[config.mk]
export PLATFORM = sky130hd
export DESIGN_NAME = fdivsqrt_iterctl_flat
export DESIGN_NICKNAME = d
export VERILOG_FILES = /design/src/rtl/fdivsqrt_iterctl_if.sv /design/src/rtl/fdivsqrt_iterctl.sv /design/src/flat_wrapper.sv
export SDC_FILE = /design/constraint.sdc
export NUM_CORES = 1
export LEC_CHECK = 0
export ABC_AREA = 1
export BUFFER_PORTS_ARGS = -buffer_cell sky130_fd_sc_hd__buf_2
export CAP_MARGIN = 40
export CORE_UTILIZATION = 45
export DETAILED_ROUTE_END_ITERATION = 8
export HOLD_SLACK_MARGIN = 0.1
export PLACE_DENSITY = 0.7
export SLEW_MARGIN = 5
export SYNTH_ARGS = -nofsm -noshare
export SYNTH_HDL_FRONTEND = slang
export SYNTH_SLANG_ARGS = --single-unit
[constraint.sdc]
create_clock -name clk -period 1.4 [get_ports clk]
set_input_delay 0.35 -clock clk [delete_from_list [all_inputs] [get_ports clk]]
set_output_delay 0.35 -clock clk [all_outputs]
set_load 0.02 [all_outputs]
[src/rtl/fdivsqrt_iterctl_if.sv]
// ---------------------------------------------------------------------------
// fdivsqrt_iterctl_if
// Handshake bundle between the issue/pipeline logic and the divide/sqrt
// iteration sequencer.
//   master : issue side. Drives StartE, SpecialCaseE, IntDivE, IntCyclesE,
//            FlushE and StallM. Receives IFDivStartE, FDivBusyE, FDivDoneE.
//   slave  : sequencer side. The same signals with directions reversed.
// ---------------------------------------------------------------------------
interface fdivsqrt_iterctl_if #(
  parameter int CNTW = 7
);
  logic            StartE;
  logic            SpecialCaseE;
  logic            IntDivE;
  logic [CNTW-1:0] IntCyclesE;
  logic            FlushE;
  logic            StallM;
  logic            IFDivStartE;
  logic            FDivBusyE;
  logic            FDivDoneE;

  modport master (
    output StartE, SpecialCaseE, IntDivE, IntCyclesE, FlushE, StallM,
    input  IFDivStartE, FDivBusyE, FDivDoneE
  );

  modport slave (
    input  StartE, SpecialCaseE, IntDivE, IntCyclesE, FlushE, StallM,
    output IFDivStartE, FDivBusyE, FDivDoneE
  );
endinterface

[src/rtl/fdivsqrt_iterctl.sv]
// ---------------------------------------------------------------------------
// fdivsqrt_iterctl
// Control sequencer for the divide/square-root iteration datapath.
// It accepts an operation in IDLE, then pulses the datapath load strobe and
// holds the register enable for the iteration count. Special-case operands
// skip straight to DONE. DONE is held while Memory stalls.
//
// Ports:
//   clk    : clock, rising edge
//   reset  : asynchronous, active-high
//   ctl    : fdivsqrt_iterctl_if.slave
//            in  StartE, SpecialCaseE, IntDivE, IntCyclesE, FlushE, StallM
//            out IFDivStartE (datapath load), FDivBusyE (register enable /
//                pipeline stall), FDivDoneE (result ready)
// ---------------------------------------------------------------------------
module fdivsqrt_iterctl #(
  parameter int DIVb      = 55,
  parameter int RADIX     = 4,
  parameter int DIVCOPIES = 2,
  parameter int CNTW      = 7
) (
  input  logic                 clk,
  input  logic                 reset,
  fdivsqrt_iterctl_if.slave    ctl
);

  localparam int LOGR     = (RADIX == 4) ? 2 : 1;
  localparam int BITSPC   = LOGR * DIVCOPIES;
  localparam int FPCYCLES = (DIVb + 1 + BITSPC - 1) / BITSPC;
  localparam logic [CNTW-1:0] FPSTEP = CNTW'(FPCYCLES - 1);

  typedef enum logic [1:0] {IDLE = 2'd0, BUSY = 2'd1, DONE = 2'd2} state_t;

  state_t          state, state_nxt;
  logic [CNTW-1:0] step, step_nxt;
  logic [CNTW-1:0] step_init;
  logic            armed;
  logic            accept;

  // armed is cleared by reset and set on the first edge afterwards, which
  // keeps every output low during reset and in the first cycle after it.
  assign accept = ctl.StartE & ~ctl.FlushE & armed & (state == IDLE);

  // Step is loaded with N-1 so BUSY lasts exactly N cycles; an integer count
  // of zero still runs one iteration.
  always_comb begin
    step_init = FPSTEP;
    if (ctl.IntDivE) begin
      if (ctl.IntCyclesE == '0) step_init = '0;
      else                      step_init = ctl.IntCyclesE - CNTW'(1);
    end
  end

  always_ff @(posedge clk or posedge reset) begin
    if (reset) begin
      state <= IDLE;
      step  <= '0;
      armed <= 1'b0;
    end else begin
      state <= state_nxt;
      step  <= step_nxt;
      armed <= 1'b1;
    end
  end

  always_comb begin
    state_nxt = state;
    step_nxt  = step;
    if (ctl.FlushE) begin
      // Flush outranks completion and Memory acceptance.
      state_nxt = IDLE;
      step_nxt  = '0;
    end else begin
      case (state)
        IDLE: begin
          if (accept) begin
            if (ctl.SpecialCaseE) begin
              state_nxt = DONE;
            end else begin
              state_nxt = BUSY;
              step_nxt  = step_init;
            end
          end
        end
        BUSY: begin
          if (step != '0) step_nxt  = step - CNTW'(1);
          else            state_nxt = DONE;
        end
        DONE: begin
          if (!ctl.StallM) state_nxt = IDLE;
        end
        default: begin
          state_nxt = IDLE;
          step_nxt  = '0;
        end
      endcase
    end
  end

  always_comb begin
    ctl.IFDivStartE = accept & ~ctl.SpecialCaseE;
    ctl.FDivBusyE   = (accept & ~ctl.SpecialCaseE) | (state == BUSY);
    ctl.FDivDoneE   = (state == DONE);
  end

endmodule

[src/flat_wrapper.sv]
// flat-port wrapper written by rule: the top's interface ports become plain ports
module fdivsqrt_iterctl_flat 
#(
  parameter int DIVb      = 55,
  parameter int RADIX     = 4,
  parameter int DIVCOPIES = 2,
  parameter int CNTW      = 7
)
  (clk, reset, ctl_StartE, ctl_SpecialCaseE, ctl_IntDivE, ctl_IntCyclesE, ctl_FlushE, ctl_StallM, ctl_IFDivStartE, ctl_FDivBusyE, ctl_FDivDoneE);
  fdivsqrt_iterctl_if #(.CNTW(CNTW)) ctl_i ();
  input  logic clk;
  input  logic reset;
  input wire logic [$bits(ctl_i.StartE)-1:0] ctl_StartE;
  input wire logic [$bits(ctl_i.SpecialCaseE)-1:0] ctl_SpecialCaseE;
  input wire logic [$bits(ctl_i.IntDivE)-1:0] ctl_IntDivE;
  input wire logic [$bits(ctl_i.IntCyclesE)-1:0] ctl_IntCyclesE;
  input wire logic [$bits(ctl_i.FlushE)-1:0] ctl_FlushE;
  input wire logic [$bits(ctl_i.StallM)-1:0] ctl_StallM;
  output wire logic [$bits(ctl_i.IFDivStartE)-1:0] ctl_IFDivStartE;
  output wire logic [$bits(ctl_i.FDivBusyE)-1:0] ctl_FDivBusyE;
  output wire logic [$bits(ctl_i.FDivDoneE)-1:0] ctl_FDivDoneE;
  assign ctl_i.StartE = ctl_StartE;
  assign ctl_i.SpecialCaseE = ctl_SpecialCaseE;
  assign ctl_i.IntDivE = ctl_IntDivE;
  assign ctl_i.IntCyclesE = ctl_IntCyclesE;
  assign ctl_i.FlushE = ctl_FlushE;
  assign ctl_i.StallM = ctl_StallM;
  assign ctl_IFDivStartE = ctl_i.IFDivStartE;
  assign ctl_FDivBusyE = ctl_i.FDivBusyE;
  assign ctl_FDivDoneE = ctl_i.FDivDoneE;
  fdivsqrt_iterctl #(.DIVb(DIVb), .RADIX(RADIX), .DIVCOPIES(DIVCOPIES), .CNTW(CNTW)) u_core (.clk(clk), .reset(reset), .ctl(ctl_i));
endmodule
==> run_results.csv <==
group,metric,value,unit
power,p_leak,0.635,nW
finish,nets,189,
hold_path,hold_path_class,"in2reg",
clock_tree,ctsLongestPathBuffers,2,
flow_run,cap_violations,0,
detailed_routing,via_count,962,
power,finalPower,1.08,mW
finish,seqCellArea,251,µm²
finish,drive_above_1_share,0.276,
clock_tree,cts_max_level,1,
floorplan,die_w,46.2,µm
detailed_routing,wl,2260,µm
finish,multi_input_area,598,µm²
timing,setup_ws,-197,ps
floorplan,pin_count,17,
logic_synthesis,synth_top_area_cell,"dfrtp_1",
worst_setup_path,worst-path-max-fanout,3,
logic_synthesis,synth_cells,142,
logic_synthesis,synth_top_cell_area_share,0.285,
logic_synthesis,ys_seq_area_frac,0.285,
worst_setup_path,crit_buf_inv,1,
timing,setup_violations,2,
global_routing,grt_max_degree,11,
global_routing,grt_pass1_wl,3530,µm
global_routing,grt_pass1_vias,815,
finish,final_util,0.643,
finish,area_delta_synth_final,30.7,%
logic_synthesis,synth_area_leaders,"dfrtp_1 29%, nand2_1 22%, nand3_1 9.1%",
floorplan,initial_core_util,0.492,
finish,fillCellCount,177,
worst_setup_path,critical-path-max-stage-delay,390,ps
logic_synthesis,ys_warn_count,0,
logic_synthesis,ys_ff_latch,10,
worst_setup_path,cp_cell_sequence,"nor2_2 -> nand2_2 -> nor2_1 -> nand2_1 -> nand2_1 -> buf_6",
worst_setup_path,end_kind,"output pin",
timing,slew_violations,0,
floorplan,rows,15,
worst_setup_path,crit_family,"simple AND/OR/NAND/NOR gates",
clock_tree,cts-root-buf,"clkbuf_4",
logic_synthesis,syn-cell-area,877,µm²
floorplan,core_area,1780,µm²
logic_synthesis,syn_nets,160,
floorplan,die_height,46.2,µm
finish,num_antenna_cells,0,
power,vdd_drop_max,0.000614,V
clock_tree,cts_tree,"built",
global_routing,grtUsageTotal,0.237,
detailed_routing,drc,0,
timing,fin_skew,1.56,ps
timing,hold_viol,0,
logic_synthesis,yosysUniqueCellTypes,21,
worst_setup_path,crit_type,"reg2out",
outcome,outcome,"finished, violations left",
place,place_hpwl,1700,µm
worst_setup_path,cp_slowest_cell,"dfrtp_1",
floorplan,die-area,2130,µm²
place,globalplace.congestion,0.890,
clock_tree,cts.sinks,10,
worst_setup_path,required,1050,ps
worst_setup_path,critPathArrivalTime,1250,ps
power,p_per_area,942,nW/µm²
detailed_routing,wl_per_cell,11.6,µm
outcome,violations,"negative setup slack",
worst_setup_path,path_common_cell,"nand2_1",
clock_tree,cts_buffers,3,
detailed_routing,via_per_inst,4.93,
detailed_routing,drtAntennaViolNets,0,
timing,holdWs,354,ps
timing,fmax,0.626,GHz
logic_synthesis,synth_area_per_cell,6.18,µm²
place,numPortBuffers,16,
clock_tree,clkLatencyLatePin,260,ps
worst_setup_path,regToRegSetupSlack,60,ps
global_routing,gr-total-overflow,0,
worst_setup_path,startpoint_type,"flop",
global_routing,antenna_found_initial,0,
detailed_routing,detail_route.first_pass.iterations,4,
timing,min_period,1600,ps
clock_tree,clk_pin_slew_worst_paths,60,ps
detailed_routing,first_iter_violations,15,
timing,rsz0062_at_grt,"true",
timing,post-route-period-util,1.14,
stage by stage:
stage / worst slack, ps / area [µm²] / cells / TNS (ps)
5_1_grt: -287 / 1150 / 195 / -599
6_report: -197 / 1150 / 195 / -384
3_3_place_gp: -4.95 / 1030 / 188 / -4.95
3_5_place_dp: -59.2 / 1030 / 188 / -99.7
4_1_cts: -206 / 1120 / 197 / -545
2_1_floorplan: 13.1 / 877 / 142 / 0
worst paths after layout:
check | start | end | depth (start not counted)
setup reg to reg | u_core.step[2] | u_core.step[6] | 8
hold reg to reg | u_core.step[5] | u_core.step[5] | 2
min in group asynchronous | reset | u_core.step[6] | 3
setup / recovery | u_core.state[0] | ctl_FDivBusyE | 6
max in group asynchronous | reset | u_core.step[2] | 3
hold / removal | ctl_StallM | u_core.state[1] | 3
cells in the final DEF (no fill, tap or decap), drive strengths merged:
master / instances
o22ai: 1
nand4: 3
clkbuf: 4
buf: 23
or2: 1
o211ai: 1
conb: 1
inv: 19
nor3: 2
xor2: 1
nand3: 16
dlygate4sd3: 1
o21bai: 1
ha: 4
dfrtp: 10
a21oi: 1
o21ai: 7
nand2: 54
nor2: 20
cell families after synthesis:
| logic type | share of synthesized area |
|---|---|
| simple gates | 0.492 |
| xor+xnor | 0.00999 |
| buf+inv | 0.0813 |
| compound gates | 0.0699 |
| other cells | 0.00428 |
| fa+ha+maj | 0.0571 |
| flops | 0.285 |
worst reg2reg max path, stage by stage (launching register included):
cell	delay (ps)
dfrtp_2	450
nor2_4	150
inv_1	80
nor2_4	110
nand3_1	80
nand2_1	90
nand2_1	120
nand2_1	90
nand2_1	60
cells in the mapped netlist:
master	n
o211ai_1	1
o21bai_1	1
nand4_1	2
o22ai_1	1
xor2_1	1
o21ai_0	7
a21oi_1	1
ha_1	4
nor2_2	5
nor2_1	14
or2_2	1
nand3_1	16
inv_1	19
nor2_4	1
dfrtp_1	10
nand2_4	1
nand2_1	51
nand2_2	2
conb_1	1
nand4_2	1
nor3_1	2
state kept, by name (all words and copies together), names as in the netlist:
signal        count
u_core.step       7
u_core.state      2
u_core.armed      1
cell type report:
type	instances	area share
Timing Repair Buffer	24	0.138
Sequential cell	10	0.219
Tap cell	25	0.0273
Multi-Input combinational cell	113	0.522
Clock buffer	4	0.0317
Inverter	19	0.0622
power by group:
part           internal (mW)  switching (mW)
clock network          0.158           0.101
registers              0.324          0.0432
logic                  0.184           0.270
routing by layer:
metal	vias to the layer above	global-route usage	wire length, µm
met4	0	0.0882	31
met1	430	0.324	1030
met2	24	0.383	1110
li1	504	-	-
met3	4	0.0235	85
met5	-	0	0
repair_timing:
| item | in CTS | in global routing |
|---|---|---|
| pin swaps | 3 | 4 |
| setup buffers | 4 | 2 |
| hold buffers | 1 | 0 |
| setup endpoints to repair | 3 | 11 |
| hold endpoints to repair | 10 | 0 |
| resized for setup | 7 | 12 |
(Power assumes the default switching activity.)
